`src/rtl/pwm_width_meter.sv`:
```
// Measures the high and low phase lengths of each complete PWM period on an
// asynchronous input and publishes them as signed 16-bit words with a strobe.
module pwm_width_meter #(
   parameter int TIMEOUT = 32767
) (
   input  logic               clock,
   input  logic               reset_n,
   input  logic               pwm_in,
   output logic signed [15:0] high_width,
   output logic signed [15:0] low_width,
   output logic               width_valid,
   output logic               timeout,
   output logic [1:0]         fsm_state
);

   typedef enum logic [1:0] {
      WAIT_SYNC = 2'd0,
      MEAS_HIGH = 2'd1,
      MEAS_LOW  = 2'd2
   } state_t;

   localparam logic        TO_EN   = (TIMEOUT != 0);
   localparam logic [14:0] TO_VAL  = 15'(TIMEOUT);
   localparam logic [14:0] CNT_MAX = 15'h7fff;

   state_t      state;
   logic        s1, s2, s3;
   logic [14:0] hcnt, lcnt;
   logic        rise, fall;

   assign rise      = s2 & ~s3;
   assign fall      = ~s2 & s3;
   assign fsm_state = state;

   // An edge always wins over the timeout, so it is tested first in each phase.
   always_ff @(posedge clock or negedge reset_n) begin
      if (!reset_n) begin
         s1          <= 1'b0;
         s2          <= 1'b0;
         s3          <= 1'b0;
         state       <= WAIT_SYNC;
         hcnt        <= '0;
         lcnt        <= '0;
         high_width  <= '0;
         low_width   <= '0;
         width_valid <= 1'b0;
         timeout     <= 1'b0;
      end else begin
         s1          <= pwm_in;
         s2          <= s1;
         s3          <= s2;
         width_valid <= 1'b0;
         timeout     <= 1'b0;
         case (state)
            WAIT_SYNC: begin
               if (rise) begin
                  hcnt  <= 15'd1;
                  state <= MEAS_HIGH;
               end
            end
            MEAS_HIGH: begin
               if (fall) begin
                  lcnt  <= 15'd1;
                  state <= MEAS_LOW;
               end else if (TO_EN && hcnt == TO_VAL) begin
                  timeout <= 1'b1;
                  hcnt    <= '0;
                  lcnt    <= '0;
                  state   <= WAIT_SYNC;
               end else if (hcnt != CNT_MAX) begin
                  hcnt <= hcnt + 15'd1;
               end
            end
            MEAS_LOW: begin
               if (rise) begin
                  high_width  <= {1'b0, hcnt};
                  low_width   <= {1'b0, lcnt};
                  width_valid <= 1'b1;
                  hcnt        <= 15'd1;
                  state       <= MEAS_HIGH;
               end else if (TO_EN && lcnt == TO_VAL) begin
                  timeout <= 1'b1;
                  hcnt    <= '0;
                  lcnt    <= '0;
                  state   <= WAIT_SYNC;
               end else if (lcnt != CNT_MAX) begin
                  lcnt <= lcnt + 15'd1;
               end
            end
            default: state <= WAIT_SYNC;
         endcase
      end
   end

endmodule

```
`config.mk`:
```
export PLATFORM = sky130hd
export DESIGN_NAME = pwm_width_meter
export DESIGN_NICKNAME = d
export VERILOG_FILES = /design/src/rtl/pwm_width_meter.sv
export SDC_FILE = /design/constraint.sdc
export NUM_CORES = 1
export LEC_CHECK = 0
export CAP_MARGIN = 20
export CORE_UTILIZATION = 40
export CTS_CLUSTER_SIZE = 16
export DETAILED_ROUTE_END_ITERATION = 16
export GPL_TIMING_DRIVEN = 0
export PLACE_DENSITY = 0.74
export SYNTH_ARGS = -nofsm -noshare
export SYNTH_HDL_FRONTEND = slang
export SYNTH_SLANG_ARGS = --single-unit
```
`constraint.sdc`:
```
create_clock -name clock -period 2.05 [get_ports clock]
set_input_delay 0.5125 -clock clock [delete_from_list [all_inputs] [get_ports clock]]
set_output_delay 0.5125 -clock clock [all_outputs]
set_load 0.02 [all_outputs]
```
==> impl_metrics.ini, run 1 <==
[global_route]
grt_pass1_vias = 2493
grt_use_total = 0.180
grt_pass1_wl_um = 12000
grt_max_degree = 68
antenna_found_initial = 0
grt-ovfl-total = 0

[routing]
viasPerCell = 5.53
first_pass_iters = 4
final_antenna_net_count = 0
routed_wl_um = 7380
vias = 2697
drcViolationCount = 0
wl_per_cell_um = 15.1
drt_iter0_markers = 156

[placed_design]
placed_cells = 448
place_congestion = 0.823
hpwl_um = 4560
place_area_sq_um = 3730
port_buffers = 36

[critical_path]
critPathArrivalTime_ns = 2.24
crit_chain = ha_4, nand4_4, o41ai_4, buf_4, buf_4, or2_1, buf_6, o21ai_0
rr_startpoint = lcnt[1]
r2r_end = lcnt[2]
crit_type = reg -> reg
critPathRequiredTime_ns = 2.26
slowest_delay_ns = 0.47
worst-r2r-cell-count = 8
rrSetupSlack_ns = 0.02
slowest_stage = o41ai_4
start_kind = flop
end_kind = flop
crit_fanout = 9
crit_top_cell = buf_4

[worst_hold_path]
hp-class = in -> async

[floorplanning]
initial_utilization = 0.417
die_area_sq_um = 8470
chipHeight_um = 92.0
die_w_um = 92.0
row_count = 32
io_pins = 39
core_sq_um = 7770

[power]
power_mw = 4.23
p_per_area_nw_per_um2 = 978
pwr-share-seq = 0.349
p_int_mw = 2.91
switching_share = 0.313
p_comb_frac = 0.313
p_sw_mw = 1.32
vdd_drop_max_mv = 0.470
clkPwrFrac = 0.338
cellLeakagePower_nw = 1.94

[clock_tree]
tritoncts = built
cts_made_buffers = 9
cts-root-buf = clkbuf_8
clkSlewWorstSetupHoldPaths_ns = 0.07
cts_sinks = 67
cts_hold_buf = 0
ctsHtreeMaxLevel = 3
clk_latency_ns = 0.35
cts_buffer_depth = 2

[synthesis]
ys_ff_latch = 67
synth.most_common_cell = dfrtp_1
synth_area_per_cell_sq_um = 10.5
synth_top_area_cell = dfrtp_1
yosys.area.top_type_share = 0.517
ys_types = 45
synthArstFlopShare = 1.00
synth-seq-area-share = 0.517
dominantRegCellSynth = dfrtp_1
synth_common_cells = dfrtp_1 (67), o21ai_0 (32), mux2_2 (27), nand2_1 (27), nor2_1 (17)
synthTopCellsByArea = dfrtp_1 (52%), mux2_2 (9.4%), o21ai_0 (4.9%)
yosys_warnings = 0
syn_inst = 309
syn_area_sq_um = 3240
synth_edf_count = 0

[timing]
period_minus_slack_ns = 2.03
drv_slew = 0
finalClockSkew_ns = 0.00867
tightestPinTransition_ns = 0.831
slew_headroom = 0.446
hold_violations = 0
setup_violations = 0
min_period_over_period = 0.992
fmax_mhz = 492
rsz0062_at_grt = true

[final_layout]
final_area_sq_um = 4330
n_antenna_cell = 0
nets = 390
nFillCells = 641
final_cells = 488
drive_gt1_frac = 0.280
syn2layout_area_growth_pct = 33.6

[run]
max_cap_viol_count = 0

[status]
status = complete, no violations
## stage by stage
stage / util / setup WS [ns] / hold WS [ns] / setup TNS, ns
after global placement: 0.481 / -1.99 / 0.332 / -125.31
after global routing: 0.558 / -0.0752 / 0.336 / -0.246
after CTS: 0.533 / 0.00136 / 0.299 / 0
after detailed placement: 0.481 / -0.362 / 0.336 / -10.62
after floorplan: - / -0.0364 / 0.217 / -0.0645
final: 0.558 / 0.0165 / 0.271 / 0
## repair_timing
item                       in CTS  in global routing
setup endpoints to repair      53                 52
pin swaps                       4                  5
setup buffers                  11                 13
cloned                          0                  0
resized for setup              16                 35
## state kept, by name (all words and copies together) (netlist names)
| register | count |
|---|---|
| low_width | 15 |
| timeout | 1 |
| high_width | 15 |
| s3 | 1 |
| s1 | 1 |
| width_valid | 1 |
| s2 | 1 |
| hcnt | 15 |
| fsm_state | 2 |
| lcnt | 15 |
## power by group through the flow
stage	clock network, mW	registers, mW	logic [mW]
floorplan	0	1.55	0.664
global placement	0	1.51	1.01
detailed placement	0	1.51	1.04
CTS	1.46	1.46	1.16
global route	1.52	1.49	1.45
finish	1.43	1.48	1.33
## worst max-delay path by stage
stage,end,cells after the start,slack (ns),from
6_report,lcnt[2],8,0.02,lcnt[1]
5_1_grt,lcnt[2],8,-0.08,lcnt[1]
4_1_cts,fsm_state[0],6,0.001,lcnt[1]
3_5_place_dp,fsm_state[0],6,-0.36,lcnt[0]
3_3_place_gp,fsm_state[0],1,-1.99,reset_n
2_1_floorplan,fsm_state[0],6,-0.04,lcnt[0]
## metal layers
| metal | share of wire | vias up | GRT usage |
|---|---|---|---|
| li1 | - | 1265 | - |
| met1 | 0.44 | 1336 | 0.239 |
| met2 | 0.49 | 84 | 0.286 |
| met3 | 0.051 | 12 | 0.0439 |
| met4 | 0.014 | 0 | 0.0664 |
| met5 | 0 | - | 0 |
## placed cells by master, fill, tap and decap left out, types with 6 or more instances in the layout
master           netlist  routed
nand4_1                7       7
mux2_2                27      27
o31ai_1               11      10
dfrtp_2                0       6
nor2_1                17      16
dfrtp_1               67      61
o21ai_0               32      27
inv_1                 10      10
nand3_1               13      13
nor3_1                10      10
o21ai_1                3       6
clkdlybuf4s50_1        0      35
a31oi_1                6       6
clkbuf_8               0      10
buf_4                  2      29
nand2_1               27      26
## cells by family after synthesis
logic type,after synthesis,synth area share
AO/OA/AOI/OAI,75,0.148
adder cells (fa/ha/maj),6,0.0232
multiplexers,28,0.0969
AND/OR/NAND/NOR,105,0.175
other,1,0.00116
flip-flops,67,0.517
buffers and inverters,27,0.0386
## cell type report
| cell class | count | area, sq um | share of cell area |
|---|---|---|---|
| sequential | 67 | 1680 | 0.389 |
| inverter | 10 | 37.5 | 0.00867 |
| timing repair buffer | 60 | 538 | 0.124 |
| buffer | 17 | 120 | 0.0277 |
| clock buffer | 11 | 131 | 0.0303 |
| clock inverter | 5 | 125 | 0.0289 |
| multi-input combinational | 216 | 1570 | 0.362 |
| tap | 102 | 128 | 0.0295 |
## critical path, delay by kind of cell (launching register included)
family	cells	cell delay (ns)
AOI/OAI and AO/OA	2	0.59
DFF	1	0.43
buffers and inverters	3	0.43
and+or+nand+nor	2	0.27
adders and majority gates	1	0.19
Power figures use the tool's default switching activity.
==> run 2: changes to the inputs <==
CTS_BUF_LIST = sky130_fd_sc_hd__clkbuf_2   (was default)
==> run 2 against run 1 <==
  * The run now ends with setup timing left
  * Via count increased by 1.8%
  * Non-clock buffer count increased by 4
  * Clock power decreased by 21%
  * Clock skew increased by 0.013 ns
  * Utilization increased by 0.87 points
  * Global-route usage increased by 0.057 points
  * Total power decreased by 6.1%
  * Register-to-register slack got worse by 0.08 ns
  * Critical path type unchanged
  * Largest cell class unchanged
  * Highest routed layer unchanged
==> impl_metrics.ini, run 2 (synthesized netlist as in run 1, its figures left out) <==
[status]
status = finished with violations
violations = setup timing

[final_layout]
nets = 394
drive_gt1_frac = 0.313
syn2layout_area_growth_pct = 35.7
n_antenna_cell = 0
final_cells = 492
final_common_cell = dfrtp_1
final_cell_mix = dfrtp_1 (62), buf_4 (34), o21ai_0 (30)
utilization = 0.566

[critical_path]
slowest_stage = o41ai_4
crit_chain = ha_4, nand4_4, o41ai_4, buf_4, nor2_1, o21ai_0, o21ai_0
crit_type = reg -> reg
start_kind = flop
slowest_delay_ns = 0.46
r2r_end = lcnt[8]
critPathArrivalTime_ns = 2.49
rrSetupSlack_ns = -0.07
end_kind = flop
critPathRequiredTime_ns = 2.43
rr_startpoint = lcnt[0]
worst-r2r-cell-count = 7
crit_fanout = 10
crit_top_cell = o21ai_0

[floorplanning]
chipHeight_um = 92.0
row_count = 32
die_w_um = 92.0
initial_utilization = 0.417
io_pins = 39
core_sq_um = 7770
die_area_sq_um = 8470

[global_route]
grt_pass1_vias = 2537
grt_use_total = 0.181
grt_pass1_wl_um = 12000
grt_max_degree = 68
antenna_found_initial = 0
grt-ovfl-total = 0

[clock_tree]
cts_hold_buf = 0
clk_latency_ns = 0.50
cts_sinks = 67
tritoncts = built
cts_buffer_depth = 2
cts_made_buffers = 9
clkSlewWorstSetupHoldPaths_ns = 0.19
ctsHtreeMaxLevel = 3
cts-root-buf = clkbuf_2

[routing]
drt_iter0_markers = 174
drcViolationCount = 0
wl_per_cell_um = 15.6
vias = 2745
routed_wl_um = 7690
viasPerCell = 5.58
final_antenna_net_count = 0
first_pass_iters = 5

[timing]
fmax_mhz = 472
period_minus_slack_ns = 2.12
hold_violations = 0
layout_setup_ws_ns = -0.0681
drv_slew = 0
setup_violations = 1
slew_headroom = 0.453
tightestPinTransition_ns = 0.821
setup_tns_ns = -0.0681
min_period_over_period = 1.03
finalClockSkew_ns = 0.0220
rsz0062_at_grt = true

[power]
p_per_area_nw_per_um2 = 903
vdd_drop_max_mv = 0.425
power_mw = 3.97
cellLeakagePower_nw = 2.48

[worst_hold_path]
hp-class = in -> async

[run]
max_cap_viol_count = 0

[placed_design]
placed_cells = 448
place_ws_ns = -0.362
place_congestion = 0.823
port_buffers = 36
hpwl_um = 4560
## run 2: cell types whose count changed in the layout (fill, tap and decap cells not counted), sizes merged
cell / change
clkdlybuf4s50: -32
dlymetal6s2s: +27
buf: +5
dlygate4sd2: +4
## run 2: through the flow
| stage | hold WS [ns] | cell area (sq um) |
|---|---|---|
| after global routing | 0.105 | 4400 |
| after global placement | 0.332 | 3730 |
| final | 0.0809 | 4400 |
| after floorplan | 0.217 | 3250 |
| after detailed placement | 0.336 | 3730 |
| after CTS | 0.0881 | 4070 |
## run 2: routing by layer
metal / global-route usage / share of wire
met1: 0.238 / 0.42
met2: 0.288 / 0.51
met3: 0.0489 / 0.061
met4: 0.0625 / 0.012
met5: 0 / 0
## run 2: worst max path at each step
stage	startpoint	endpoint
after floorplan	lcnt[0]	fsm_state[0]
after global placement	reset_n	fsm_state[0]
after detailed placement	lcnt[0]	fsm_state[0]
after CTS	lcnt[6]	fsm_state[0]
after global routing	lcnt[0]	lcnt[8]
final	lcnt[0]	lcnt[8]
## run 2: timing repair
item	in CTS	in global routing
buffers inserted	12	15
endpoints found under the setup margin	58	69
cloned	0	1
pin swaps	3	10
resized for setup	23	71
## run 2: area by class of cell
type	instances	area (sq um)
Inverter	10	37.5
Tap cell	102	128
Multi-Input combinational cell	216	1620
Fill cell	649	3370
Timing Repair Buffer	64	629
Sequential cell	67	1680
Clock inverter	5	125
Clock buffer	11	55.1
Buffer	17	121
## run 2: critical path: cells and delay by family, from the launching register on
family / cells / cell delay, ns
flops: 1 / 0.44
simple gates: 2 / 0.25
buf+inv: 1 / 0.26
compound gates: 3 / 0.86
fa+ha+maj: 1 / 0.17
## run 2: power breakdown
| part | leakage, nW | switching [mW] | total, mW | internal, mW |
|---|---|---|---|---|
| logic | 1.46 | 0.799 | 1.38 | 0.578 |
| clock network | 0.106 | 0.472 | 1.13 | 0.657 |
| registers | 0.914 | 0.0624 | 1.47 | 1.40 |
| total | 2.48 | 1.33 | 3.97 | 2.64 |
==> edit 1: new RTL, config.mk and constraints of run 2 <==
Reset style: synchronous (`reset_n`), changed in one clocked block. Comments in the files are not updated.
--- a/src/rtl/pwm_width_meter.sv
+++ b/src/rtl/pwm_width_meter.sv
@@ -35,3 +35,3 @@
    // An edge always wins over the timeout, so it is tested first in each phase.
-   always_ff @(posedge clock or negedge reset_n) begin
+   always_ff @(posedge clock) begin
       if (!reset_n) begin
Check against the original RTL: differs if reset_n is asserted again (counterexample within 4 cycles, from zero or initial values and one cycle with reset_n low); with reset_n held inactive, the same outputs for 10 cycles.
==> edit 1 against run 2 <==
  * Routed wire length is 9.5% higher
  * Sequential cell count unchanged
  * Worst setup slack gained 0.13 ns
  * Critical path depth decreased by 2
  * Global-route usage up 2.3 points
  * Final area fell by 6.4%
  * Synthesized area decreased by 1.1%
  * Critical path type unchanged
  * Highest routed layer unchanged
Power is not compared: it rests on default switching activity, and its combinational part moved more than twofold at a synthesized area within 25%.
==> edit 1: results (changes against run 2) <==
metric	value	unit	change
met2 WL	3710	µm	was 3900 µm
post-synthesis sequential area ratio	41.9	%	was 51.7%
Buffers excl. clock	73		was 81
IO buf count	35		was 36
dpl cells	527		was 448
M1 GR Usage	27.8	%	was 23.8%
ratio of cells with drive above 1 in the final layout	15.5	%	was 31.3%
multi-input combinational area share	43.6	%	was 36.8%
seq_cells	67		unchanged
gr usage total	20.4	%	was 18.1%
CTS resizes	17		was 23
drt first-iter violations	333		was 174
crit path launch	lcnt[6]		was lcnt[0]
gpl congestion	0.880		was 0.823
worst slack at placement	-0.388	ns	was -0.362 ns
Min Hold Slack	0.281	ns	was 0.0809 ns
FF-to-FF path depth	5		was 7
multi-input gate count	289		was 216
ys async rst share	0	%	was 100%
Critical Path AT	2.40	ns	was 2.49 ns
delay-heaviest family, CP	simple AND/OR/NAND/NOR gates		was compound AO/OA/AOI/OAI gates
Max stage delay on crit path	0.67	ns	was 0.46 ns
latest clock arrival within the worst-skew pair	0.52	ns	was 0.50 ns
status	finished, final reports clean		was finished with violations
Cell Area, Synth	0.00320	mm²	was 0.00324 mm²
routed wl met3	605	µm	was 469 µm
vias in the first global route	2885		was 2,537
top layer reached by signal wires	met4		unchanged
synth unique cells	53		was 45
Slowest-stage cell, CP	nor3_1		was o41ai_4
Sequential Area	0.00136	mm²	was 0.00168 mm²
peak fanout along the critical path	7		was 10
Setup Buffers After CTS	4		was 12
Leak	0.00188	µW	
met3 GRT Util	5.19	%	was 4.89%
dominant cells by area after synthesis	dfxtp_1 42%, nand2_1 11%, a21boi_0 7.0%		was dfrtp_1 52%, mux2_2 9.4%, o21ai_0 4.9%
Final non-clock buffer share	15.6	%	was 17.1%
Gate Count Post-Synth	389		was 309
dpl hpwl	5750	µm	was 4560 µm
first-pass GRT wire length	13600	µm	was 12,000 µm
Layout clock area frac	3.92	%	was 4.10%
Signal inverters	8		was 10
final wirelength	8420	µm	was 7690 µm
Placed Area	0.00369	mm²	was 0.00373 mm²
Clock Pin Slew Worst Setup and Hold Paths	0.21	ns	was 0.19 ns
Nets	457		was 394
RR Endpoint	lcnt[11]		was lcnt[8]
Final Non-Filler Cells	555		was 492
largest net degree at the start of global routing	13		was 68
M2 GR Usage	30.2	%	was 28.8%
worst setup margin	0.0615	ns	was -0.0681 ns
## edit 1: cell types whose count changed in the layout (fill, tap and decap cells not counted), moves of 12 or more
cell / before / now
buf_4: 34 / 15
nand2_1: 26 / 95
mux2_2: 27 / 0
clkbuf_1: 1 / 13
dfrtp_1: 62 / 0
dfxtp_1: 0 / 60
o21ai_0: 30 / 3
a21boi_0: 0 / 30
## edit 1: power by group
group / switching [µW] / internal, µW
Clock: 502 / 524
Combinational: 321 / 226
Sequential: 27.4 / 1340
## edit 1: cells by family (layout without fill, tap and decap cells)
group / after synthesis / count (layout) / share of synthesized area [%]
adder cells (fa/ha/maj): 6 / 6 / 2.34
flip-flops: 67 / 67 / 41.9
other: 1 / 2 / 0.117
AO/OA/AOI/OAI: 97 / 97 / 21.1
buffers and inverters: 34 / 97 / 4.72
AND/OR/NAND/NOR: 184 / 184 / 29.8
==> edit 2: new RTL, config.mk and constraints of run 2 <==
Without the edit above. `TIMEOUT`: 32767 -> 24575.
--- a/src/rtl/pwm_width_meter.sv
+++ b/src/rtl/pwm_width_meter.sv
@@ -3,3 +3,3 @@
 module pwm_width_meter #(
-   parameter int TIMEOUT = 32767
+   parameter int TIMEOUT = 24575
 ) (
Behaviour: no difference found for any inputs over 10 cycles, from zero or initial values and one cycle with reset_n low; that may be too few to reach the edited logic, so the function may still have changed.
==> edit 2 against run 2 <==
  * The run still ends with setup timing left
  * Global-route usage is 4.2 points higher
  * Sequential power is 5% higher
  * Final area is 13% higher
  * Power is 29% higher
  * Worst setup slack worse by 0.033 ns
  * Sequential cell count stayed put
  * Synthesized area is 5.1% higher
  * Routed wire length is 43% higher
==> edit 2: results (changes against run 2) <==
metric	value	unit	change
peak fanout along the critical path	5		was 10
Compound-Gate Fraction of Synth Area	18.9	%	was 14.8%
status	finished with violations		unchanged
M2 GR Usage	34.0	%	was 28.8%
Vias per Instance	6.07		was 5.58
leading cell types by count after synthesis	89 x nand2_1, 67 x dfrtp_1, 22 x nor2_1		was 67 x dfrtp_1, 32 x o21ai_0, 27 x mux2_2, 27 x nand2_1, 17 x nor2_1
ratio of cells with drive above 1 in the final layout	35.0	%	was 31.3%
Leak	0.00265	µW	was 0.00248 µW
worst setup margin	-0.101	ns	was -0.0681 ns
drt first-iter violations	454		was 174
gpl congestion	0.890		was 0.823
dominant cells by area after synthesis	dfrtp_1 49%, nand2_1 9.8%, o31ai_1 4.4%		was dfrtp_1 52%, mux2_2 9.4%, o21ai_0 4.9%
met3 GRT Util	3.64	%	was 4.89%
Least-Margin Pin Slew	0.836	ns	was 0.821 ns
RR Endpoint	hcnt[11]		was lcnt[8]
worst slack at placement	-0.418	ns	was -0.362 ns
vias in the first global route	3102		was 2,537
Final Non-Filler Cells	577		was 492
Slowest-stage cell, CP	dfrtp_2		was o41ai_4
M1 GR Usage	30.1	%	was 23.8%
Final Setup Violations	22		was 1
synth unique cells	53		was 45
Clock Pin Slew Worst Setup and Hold Paths	0.22	ns	was 0.19 ns
first-pass GRT wire length	15400	µm	was 12,000 µm
dpl cells	512		was 448
failing checks	setup timing		unchanged
gr usage total	22.3	%	was 18.1%
## edit 2: cell families after synthesis
kind of cell               Yosys count
buffers and inverters               34
AOI/OAI and AO/OA                   85
other                                1
and+or+nand+nor                    174
adders and majority gates            6
DFF                                 67
muxes                                2
## edit 2: stage by stage
stage / utilization [%] / hold slack [ns] / area, µm² / power (µW)
final: 60.7 / 0.0177 / 4990 / 5110
after global placement: 47.7 / 0.333 / 3920 / 2990
after global routing: 60.7 / 0.0656 / 4990 / 5320
after CTS: 55.4 / 0.0818 / 4560 / 4570
after floorplan: - / 0.217 / 3430 / 2600
after detailed placement: 47.7 / 0.347 / 3920 / 3040
## edit 2: cell type report
cell class | count | area, µm²
Sequential cell | 67 | 1700
Fill cell | 615 | 3230
Clock inverter | 7 | 91.3
Inverter | 15 | 56.3
Timing Repair Buffer | 86 | 832
Buffer | 19 | 153
Multi-Input combinational cell | 269 | 1990
Tap cell | 105 | 131
Clock buffer | 9 | 45.0
## edit 2: power groups by stage
stage / clock [µW] / sequential, µW / combinational, µW
2_1_floorplan: 0 / 1620 / 976
3_3_place_gp: 0 / 1560 / 1420
3_5_place_dp: 0 / 1580 / 1470
4_1_cts: 917 / 1520 / 2120
5_1_grt: 985 / 1550 / 2780
6_report: 923 / 1540 / 2650
## edit 2: what timing repair did
| action | 4_1_cts | 5_1_grt |
|---|---|---|
| setup buffers | 32 | 15 |
| pin swaps | 7 | 10 |
| gates resized for setup | 68 | 79 |
| gates cloned | 1 | 1 |
| hold buffers | 0 | 0 |
| endpoints found under the setup margin | 61 | 55 |
## edit 2: routing by layer
layer	vias up	part of all wire [%]
met5	-	0
met4	0	5.4
met3	64	7.7
met2	244	47
met1	1682	40
li1	1514	-
